===== src/rtl/wb_servo_pwm.sv =====
// rtl/wb_servo_pwm.sv - Wishbone classic slave generating glitch-free servo PWM outputs
//
// Purpose: NUM_CH servo PWM channels driven by one prescaled period counter.
//          PERIOD and PULSEn writes land in shadow registers that are copied to
//          the active registers at a period wrap, or continuously while EN=0.
// Optional feature: define SERVO_IRQ_EN for the period-wrap interrupt
//          (CTRL[1] IE, STATUS[1] IRQF write-1-to-clear, irq_o).
// Ports:
//   wb_clk_i, wb_rst_ni        clock, asynchronous active-low reset
//   wb_adr_i[5:2]              register select (0x00 CTRL, 0x04 PERIOD, 0x08 STATUS, 0x10+4n PULSEn)
//   wb_dat_i, wb_sel_i         write data and byte enables
//   wb_we_i, wb_cyc_i, wb_stb_i  transfer control
//   wb_cti_i, wb_bte_i         ignored, every access is a classic single
//   wb_dat_o, wb_ack_o, wb_err_o, wb_rty_o  registered response
//   pwm_o[NUM_CH-1:0]          servo pulses
//   irq_o                      period-wrap interrupt (0 without SERVO_IRQ_EN)
module wb_servo_pwm #(
    parameter int NUM_CH     = 4,
    parameter int CNT_W      = 20,
    parameter int PERIOD_RST = 999999
) (
    input  logic              wb_clk_i,
    input  logic              wb_rst_ni,
    input  logic [31:0]       wb_adr_i,
    input  logic [31:0]       wb_dat_i,
    input  logic [3:0]        wb_sel_i,
    input  logic              wb_we_i,
    input  logic              wb_cyc_i,
    input  logic              wb_stb_i,
    input  logic [2:0]        wb_cti_i,
    input  logic [1:0]        wb_bte_i,
    output logic [31:0]       wb_dat_o,
    output logic              wb_ack_o,
    output logic              wb_err_o,
    output logic              wb_rty_o,
    output logic [NUM_CH-1:0] pwm_o,
    output logic              irq_o
);
    localparam int         IDX_W   = (NUM_CH > 1) ? $clog2(NUM_CH) : 1;
    localparam logic [3:0] PUL_END = 4'(4 + NUM_CH);

    logic              ack_q, err_q;
    logic [31:0]       dat_q;
    logic              en;
    logic [7:0]        prescale, pre;
    logic [CNT_W-1:0]  period_sh, period_act, cnt;
    logic [CNT_W-1:0]  pulse_sh  [NUM_CH];
    logic [CNT_W-1:0]  pulse_act [NUM_CH];
    logic [NUM_CH-1:0] pwm_q;
`ifdef SERVO_IRQ_EN
    logic              ie, irqf, w1c;
`endif

    logic [3:0]        idx, off;
    logic [IDX_W-1:0]  pidx;
    logic              sel_ctrl, sel_per, sel_stat, sel_pul, mapped;
    logic              req, wr, tick, wrap, pend;
    logic [31:0]       ctrl_rd, rdata, w_ctrl, w_per, w_pul;
    logic              unused_ok;

    function automatic logic [31:0] lane_merge(input logic [31:0] old_v,
                                               input logic [31:0] new_v,
                                               input logic [3:0]  sel);
        logic [31:0] r;
        r = old_v;
        for (int b = 0; b < 4; b++)
            if (sel[b]) r[8*b +: 8] = new_v[8*b +: 8];
        return r;
    endfunction

    assign idx      = wb_adr_i[5:2];
    assign off      = idx - 4'd4;
    assign pidx     = off[IDX_W-1:0];
    assign sel_ctrl = (idx == 4'd0);
    assign sel_per  = (idx == 4'd1);
    assign sel_stat = (idx == 4'd2);
    assign sel_pul  = (idx >= 4'd4) && (idx < PUL_END);
    assign mapped   = sel_ctrl | sel_per | sel_stat | sel_pul;

    // A new request is only accepted while no response is showing, which
    // inserts one idle cycle between acks when stb is held.
    assign req  = wb_cyc_i & wb_stb_i & ~ack_q & ~err_q;
    assign wr   = req & wb_we_i & mapped;
    assign tick = en & (pre == prescale);
    assign wrap = tick & (cnt == period_act);

    always_comb begin
        ctrl_rd        = '0;
        ctrl_rd[0]     = en;
        ctrl_rd[15:8]  = prescale;
`ifdef SERVO_IRQ_EN
        ctrl_rd[1]     = ie;
`endif
    end

    assign w_ctrl = lane_merge(ctrl_rd, wb_dat_i, wb_sel_i);
    assign w_per  = lane_merge(32'(period_sh), wb_dat_i, wb_sel_i);
    assign w_pul  = lane_merge(32'(pulse_sh[pidx]), wb_dat_i, wb_sel_i);

    always_comb begin
        pend = (period_sh != period_act);
        for (int i = 0; i < NUM_CH; i++)
            pend = pend | (pulse_sh[i] != pulse_act[i]);
    end

    always_comb begin
        rdata = '0;
        if (sel_ctrl) rdata = ctrl_rd;
        if (sel_per)  rdata[CNT_W-1:0] = period_sh;
        if (sel_stat) begin
            rdata[0] = pend;
`ifdef SERVO_IRQ_EN
            rdata[1] = irqf;
`endif
        end
        if (sel_pul)  rdata[CNT_W-1:0] = pulse_sh[pidx];
    end

`ifdef SERVO_IRQ_EN
    assign w1c = wr & sel_stat & wb_sel_i[0] & wb_dat_i[1];
`endif

    always_ff @(posedge wb_clk_i or negedge wb_rst_ni) begin
        if (!wb_rst_ni) begin
            ack_q      <= 1'b0;
            err_q      <= 1'b0;
            dat_q      <= '0;
            en         <= 1'b0;
            prescale   <= '0;
            pre        <= '0;
            cnt        <= '0;
            period_sh  <= CNT_W'(PERIOD_RST);
            period_act <= CNT_W'(PERIOD_RST);
            pwm_q      <= '0;
            for (int i = 0; i < NUM_CH; i++) begin
                pulse_sh[i]  <= '0;
                pulse_act[i] <= '0;
            end
`ifdef SERVO_IRQ_EN
            ie         <= 1'b0;
            irqf       <= 1'b0;
`endif
        end else begin
            ack_q <= req & mapped;
            err_q <= req & ~mapped;
            dat_q <= (req & ~wb_we_i & mapped) ? rdata : 32'd0;

            if (wr && sel_ctrl) begin
                en       <= w_ctrl[0];
                prescale <= w_ctrl[15:8];
`ifdef SERVO_IRQ_EN
                ie       <= w_ctrl[1];
`endif
            end
            if (wr && sel_per) period_sh <= w_per[CNT_W-1:0];
            for (int i = 0; i < NUM_CH; i++)
                if (wr && sel_pul && pidx == IDX_W'(i)) pulse_sh[i] <= w_pul[CNT_W-1:0];

            // Shadows reach the active set only at a wrap (or while stopped);
            // a write landing on the wrap edge is held over to the next wrap.
            if (wrap || !en) begin
                period_act <= period_sh;
                for (int i = 0; i < NUM_CH; i++) pulse_act[i] <= pulse_sh[i];
            end

            // pre uses ==, so a PRESCALE lowered below pre rolls through 255.
            if (!en) begin
                pre <= '0;
                cnt <= '0;
            end else begin
                pre <= tick ? 8'd0 : pre + 8'd1;
                if (tick) cnt <= wrap ? '0 : cnt + CNT_W'(1);
            end

            for (int i = 0; i < NUM_CH; i++)
                pwm_q[i] <= en & (cnt < pulse_act[i]);

`ifdef SERVO_IRQ_EN
            if (wrap)     irqf <= 1'b1;
            else if (w1c) irqf <= 1'b0;
`endif
        end
    end

    assign wb_dat_o = dat_q;
    assign wb_ack_o = ack_q;
    assign wb_err_o = err_q;
    assign wb_rty_o = 1'b0;
    assign pwm_o    = pwm_q;
`ifdef SERVO_IRQ_EN
    assign irq_o    = irqf & ie;
`else
    assign irq_o    = 1'b0;
`endif

    assign unused_ok = &{1'b0, wb_cti_i, wb_bte_i, wb_adr_i[31:6], wb_adr_i[1:0],
                         w_ctrl, w_per, w_pul, off};
endmodule


===== config.mk =====
export PLATFORM = sky130hd
export DESIGN_NAME = wb_servo_pwm
export DESIGN_NICKNAME = d
export VERILOG_FILES = /design/src/rtl/wb_servo_pwm.sv
export SDC_FILE = /design/constraint.sdc
export NUM_CORES = 1
export LEC_CHECK = 0
export ABC_CLOCK_PERIOD_IN_PS = 2200
export BUFFER_PORTS_ARGS = -buffer_cell sky130_fd_sc_hd__buf_2
export CAP_MARGIN = 10
export CORE_ASPECT_RATIO = 0.6
export CORE_UTILIZATION = 40
export CTS_CLUSTER_SIZE = 25
export DETAILED_ROUTE_END_ITERATION = 16
export PLACE_DENSITY = 0.6
export SYNTH_ARGS = -nofsm -noshare
export SYNTH_HDL_FRONTEND = slang
export SYNTH_SLANG_ARGS = --single-unit

===== constraint.sdc =====
create_clock -name wb_clk_i -period 2.2 [get_ports wb_clk_i]
set_clock_uncertainty 0.05 [all_clocks]
set_input_delay 0.33 -clock wb_clk_i [delete_from_list [all_inputs] [get_ports wb_clk_i]]
set_output_delay 0.33 -clock wb_clk_i [all_outputs]
set_load 0.01 [all_outputs]

==> results of run 1 <==
## where the power goes
part           switching [uW]  internal (uW)
registers                 316           5170
clock network            2030           2430
logic                    1510           1130
## metal layers
metal  track usage (%)  vias to the layer above  wire [um]
met2              38.6                      522      20100
met4              5.50                        0       1120
li1                  -                     5180          -
met1              40.4                     5788      22100
met3              7.35                       77       5160
met5                 0                        -          0
## synth_stat cells, types with 11 or more instances
library cell / number / area (um2)
o21ai_0: 174 / 871
mux2_2: 51 / 574
clkbuf_1: 33 / 124
inv_1: 89 / 334
dfstp_2: 24 / 631
nand2b_1: 11 / 68.8
buf_4: 24 / 180
ha_1: 78 / 976
a22oi_1: 11 / 82.6
dfrtp_1: 239 / 5980
nor4_1: 26 / 163
mux2i_1: 20 / 200
a21o_1: 20 / 150
xnor2_1: 52 / 455
nor2b_1: 11 / 68.8
nand2_1: 171 / 642
a21oi_1: 28 / 140
mux4_2: 20 / 450
nand4_1: 38 / 238
xor2_1: 81 / 709
nor2_1: 56 / 210
nand3_1: 15 / 75.1
## flip-flops by register name (all words and copies together) (netlist names)
signal      cells
pulse_act      80
pulse_sh       80
cnt            20
period_act     20
period_sh      20
wb_dat_o       20
pre             8
prescale        8
pwm_o           4
en              1
wb_ack_o        1
wb_err_o        1
## final cells by class
type | instances | area (um2)
multi-input combinational | 940 | 7270
clock buffer | 31 | 678
timing repair buffer | 278 | 2360
inverter | 89 | 334
clock inverter | 15 | 134
sequential | 263 | 6630
tap | 459 | 574
antenna | 1 | 2.50
fill | 3031 | 16000
## worst min path at each step
stage                                 to  cells after the start
6_report         prescale[2]$_DFFE_PN0P_                      2
5_1_grt          prescale[2]$_DFFE_PN0P_                      2
4_1_cts          prescale[2]$_DFFE_PN0P_                      2
3_5_place_dp   pulse_act[76]$_DFFE_PN0P_                      1
3_3_place_gp   pulse_act[38]$_DFFE_PN0P_                      1
2_1_floorplan         cnt[0]$_DFFE_PN0P_                      0
## stage by stage
stage / utilization, % / TNS (ps)
6_report: 52.9 / -14440
5_1_grt: 52.9 / -24360
4_1_cts: 50.8 / -5020
3_5_place_dp: 47.3 / -13260
3_3_place_gp: 47.3 / -7330
2_1_floorplan: - / -169
## cell families after synthesis
logic type,after synthesis
AOI/OAI and AO/OA,278
xor gates and xnor gates,133
other,1
adders and majority gates,78
muxes,91
buffers and inverters,159
and+or+nand+nor,346
DFF,263
## what timing repair did
item                       4_1_cts  5_1_grt
hold buffers                    18        0
cloned                           2        7
resized for setup               26      192
buffers inserted                 5        3
pin swaps                        2       48
setup endpoints to repair      117      125
hold endpoints to repair        64        0
==> results.yml, run 1 <==
timing:
  hold_viol: 0
  drv_slew: 0
  tightest_slew_ps: 628
  period_needed_ps: 2400
  whs_ps: 18.2
  layout_setup_ws_ps: -199
  max_freq_mhz: 417
  grt_setup_unrepaired: "true"
  maxSlewHeadroom_pct: 57.8
  fin_crit_sh_pct: 109
  setup_viol: 120
final_layout:
  final_cell_mix: "dfrtp_1 (228), buf_4 (170), o21ai_0 (128), nand2_1 (127), inv_1 (88)"
  nNetsFinal: 1753
  synthToLayoutAreaGrowth_pct: 29.2
  fin_area_um2: 18000
  layout-drive-gt1-share_pct: 32.0
  layout_commonest_cell: "dfrtp_1"
  layoutNonFillerInstCount: 2076
place:
  io_buffers: 57
  place_congestion: 0.964
  dp_cells: 1996
  dp_slack_ps: -521
  dp_hpwl_um: 35700
  placed_area_um2: 16100
job:
  maxCapViolCount: 0
critical_path:
  worstSetupPathDepth: 8
  endpoint: "period_act[7]$_DFFE_PN0P_"
  r2r.worst_path.cells: 8
  crit_family: "buffers and inverters"
  setup.worst_path.start: "pre[6]$_DFF_PN0_"
  worst-path-buf-inv: 3
  cp-start-kind: "register"
  r2r-end: "period_act[7]$_DFFE_PN0P_"
  crit_path_max_fanout: 6
  slowest_delay_ps: 420
  end_kind: "register"
  path_cells: "xor2_1 -> nor4_2 -> buf_4 -> nand2_2 -> o41ai_4 -> buf_6 -> buf_8 -> mux2_4"
  r2r-start: "pre[6]$_DFF_PN0_"
  arrival_ps: 2800
  critical_path.slowest_cell: "o41ai_4"
  criticalPathCategory: "register to register"
  rrSetupSlack_ps: -200
  crit_required_ps: 2600
route:
  dr.pass1.iters: 6
  num_vias: 11600
  drt-total-wl_um: 48600
  routedWlPerCell_um: 23.4
  dr.first_iter.drc_count: 1362
  drc: 0
  antenna_left: 0
  viasPerCell: 5.57
logic_synthesis:
  synthAdderAreaFrac_pct: 7.01
  synthXorXnorAreaFrac_pct: 8.37
  synth-compound-area-share_pct: 11.8
  synth_area_um2: 13900
  synth_mux_area_share_pct: 8.80
  seq_area_frac_synth_pct: 47.5
  synth_warnings: 0
  avgSynthCellArea_um2: 10.3
  synth-seq-cells: 263
  synth_edf_count: 0
  synth-simple-area-share_pct: 11.4
  async_flop_share_pct: 100
  synth_cell_types: 47
  synth_top_family_by_area: "compound AO/OA/AOI/OAI gates"
  synth_cells: 1349
  synth-main-ff-cell: "dfrtp_1"
floorplan:
  io_pins: 118
  start_util_pct: 41.0
  dieArea_um2: 35600
  dieWidth_um: 243
  rows: 52
  die_height_um: 146
  core_um2: 34000
clock_tree:
  root_buffer: "clkbuf_16"
  clkTransAtPathRegs_ps: 70
  cts_buffer_depth: 3
  cts_buffers: 25
  insertion_delay_ps: 570
  ctsHtreeMaxLevel: 1
  clock-sinks: 263
  cts_tree: "done"
grt:
  grt_antenna_before_repair: 1
  grt_max_degree: 50
  grt_pass1_vias: 11100
  grt_pass1_wl_um: 70600
  overflow: 0
  grtUsageTotal_pct: 26.9
worst_hold_path:
  hold_class: "input port to register"
  holdCritStartpoint: "wb_dat_i[10]"
power_and_ir_drop:
  cellPowerDensity_nw_per_um2: 700
  finalPower_uw: 12600
  max-vdd-ir-drop_v: 0.000673
  leakage_uw: 0.00851
status:
  status: "finished with violations"
  violations: "setup timing"
(Power assumes the default switching activity.)
==> inputs of run 2 (changes only) <==
--- a/config.mk
+++ b/config.mk
@@ -9,10 +9,10 @@
 export BUFFER_PORTS_ARGS = -buffer_cell sky130_fd_sc_hd__buf_2
 export CAP_MARGIN = 10
 export CORE_ASPECT_RATIO = 0.6
-export CORE_UTILIZATION = 40
+export CORE_UTILIZATION = 55
 export CTS_CLUSTER_SIZE = 25
 export DETAILED_ROUTE_END_ITERATION = 16
-export PLACE_DENSITY = 0.6
+export PLACE_DENSITY = 0.78
 export SYNTH_ARGS = -nofsm -noshare
 export SYNTH_HDL_FRONTEND = slang
 export SYNTH_SLANG_ARGS = --single-unit
==> run 2 against run 1 <==
  * The run still ends with setup timing left
  * First-iteration DRC count up 24%
  * Critical path depth is the same
  * Non-clock buffer count is 26 lower
  * Largest cell class unchanged
  * Largest power group unchanged
==> results.yml, run 2 (same netlist as run 1, synthesis figures left out) <==
floorplan:
  core_um2: 24500
  io_pins: 118
  dieArea_um2: 26000
  dieWidth_um: 207
  rows: 44
  die_height_um: 125
  start_util_pct: 56.8
timing:
  setup_viol: 116
  period_needed_ps: 2400
  layout_setup_ws_ps: -204
  maxSlewHeadroom_pct: 47.7
  grt_setup_unrepaired: "true"
  hold_viol: 0
  drv_slew: 0
  max_freq_mhz: 416
  fin_crit_sh_pct: 109
  tightest_slew_ps: 764
  setup_tns_ps: -13800
critical_path:
  crit_required_ps: 2590
  crit_path_max_fanout: 8
  critical_path.slowest_cell: "dfrtp_1"
  end_kind: "register"
  slowest_delay_ps: 410
  criticalPathCategory: "register to register"
  path_cells: "xor2_1 -> nor4_2 -> buf_4 -> nand2_4 -> o41ai_4 -> buf_6 -> buf_12 -> mux2_4"
  arrival_ps: 2790
  cp-start-kind: "register"
final_layout:
  synthToLayoutAreaGrowth_pct: 27.4
  antenna_cells: 0
  layout_commonest_cell: "dfrtp_1"
  top_regs: "pulse_act: 80 flops, pulse_sh: 80 flops"
  final_cell_mix: "dfrtp_1 (227), buf_4 (140), nand2_1 (131), o21ai_0 (118), inv_1 (89)"
  nNetsFinal: 1727
  layout-drive-gt1-share_pct: 30.4
  fill_cells: 1584
clock_tree:
  clkTransAtPathRegs_ps: 70
  root_buffer: "clkbuf_16"
  clock-sinks: 263
  cts_buffer_depth: 3
  ctsHtreeMaxLevel: 1
  cts_buffers: 25
  insertion_delay_ps: 560
  cts_tree: "done"
route:
  drc: 0
  num_vias: 12200
  routedWlPerCell_um: 25.9
  wl_met2_um: 21000
  viasPerCell: 6.39
  antenna_left: 0
  top_layer: "met5"
  wl_met1_um: 19700
  dr.pass1.iters: 8
  drt-total-wl_um: 49500
  dr.first_iter.drc_count: 1695
  wl_met3_um: 6740
power_and_ir_drop:
  finalPower_uw: 12800
  max-vdd-ir-drop_v: 0.000566
  leakage_uw: 0.00845
  cellPowerDensity_nw_per_um2: 719
grt:
  grt_max_degree: 69
  overflow: 0
  grt_pass1_wl_um: 68600
  grtUsageTotal_pct: 35.6
  grt_pass1_vias: 11300
  grt_antenna_before_repair: 1
status:
  violations: "setup timing"
  status: "finished with violations"
place:
  dp_hpwl_um: 33600
  place_congestion: 0.990
  io_buffers: 57
job:
  maxCapViolCount: 0
worst_hold_path:
  hold_class: "input port to register"
-- run 2: path summary, 6_finish.rpt --
| kind | from | to | slack, ps | cells after the start |
|---|---|---|---|---|
| worst max-delay path | pre[1]$_DFF_PN0_ | period_act[12]$_DFFE_PN0P_ | -200 | 8 |
| worst min-delay path | wb_dat_i[11] | prescale[3]$_DFFE_PN0P_ | 10 | 2 |
| worst max register to register | pre[1]$_DFF_PN0_ | period_act[12]$_DFFE_PN0P_ | -200 | 8 |
| worst min register to register | pre[0]$_DFF_PN0_ | pre[0]$_DFF_PN0_ | 460 | 1 |
| max in group asynchronous | wb_rst_ni | period_sh[0]$_DFFE_PN1P_ | 1040 | 3 |
| min in group asynchronous | wb_rst_ni | pulse_sh[49]$_DFFE_PN0P_ | 330 | 2 |
-- run 2: metal layers --
metal | track usage [%] | vias up
li1 | - | 5124
met1 | 52.5 | 6025
met2 | 50.8 | 906
met3 | 10.2 | 155
met4 | 9.88 | 4
met5 | 2.36 | -
-- run 2: worst max-delay path: cells and delay by family (launching register included) --
family | cells | cell delay [ps]
buffers and inverters | 3 | 560
DFF | 1 | 410
AOI/OAI and AO/OA | 1 | 400
and+or+nand+nor | 2 | 340
muxes | 1 | 310
xor gates and xnor gates | 1 | 190
-- run 2: stage by stage --
step                area [um2]  setup WS [ps]  cells  hold slack, ps  utilization, %
global route             17700           -299   1912            3.95            72.4
floorplan                14000          -38.4   1362           -15.6               -
CTS                      16800           -131   1887            3.84            68.4
global placement         15700           -159   1823             308            64.0
detailed placement       15700           -183   1823             318            64.0
finish                   17700           -204   1912            9.70            72.4
-- run 2: cell type report --
cell class	count	area (um2)	area share, %
Tap cell	322	403	2.27
Clock buffer	38	734	4.14
Multi-Input combinational cell	940	7220	40.7
Sequential cell	263	6630	37.4
Timing Repair Buffer	252	2290	12.9
Clock inverter	8	121	0.685
Inverter	89	334	1.88
-- run 2: repair_timing --
action | CTS | global route
buffers inserted | 5 | 14
gates resized for setup | 12 | 201
endpoints found under the setup margin | 109 | 131
endpoints found under the hold margin | 66 | 0
gates cloned | 0 | 11
hold buffers | 13 | 0
pin swaps | 0 | 25
-- run 2: where the power goes --
group	internal, uW	leakage (uW)	switching, uW	total [uW]
sequential	5180	0.00352	357	5530
clock	2660	0.000418	1970	4630
combinational	1090	0.00451	1500	2600
total	8930	0.00845	3830	12800
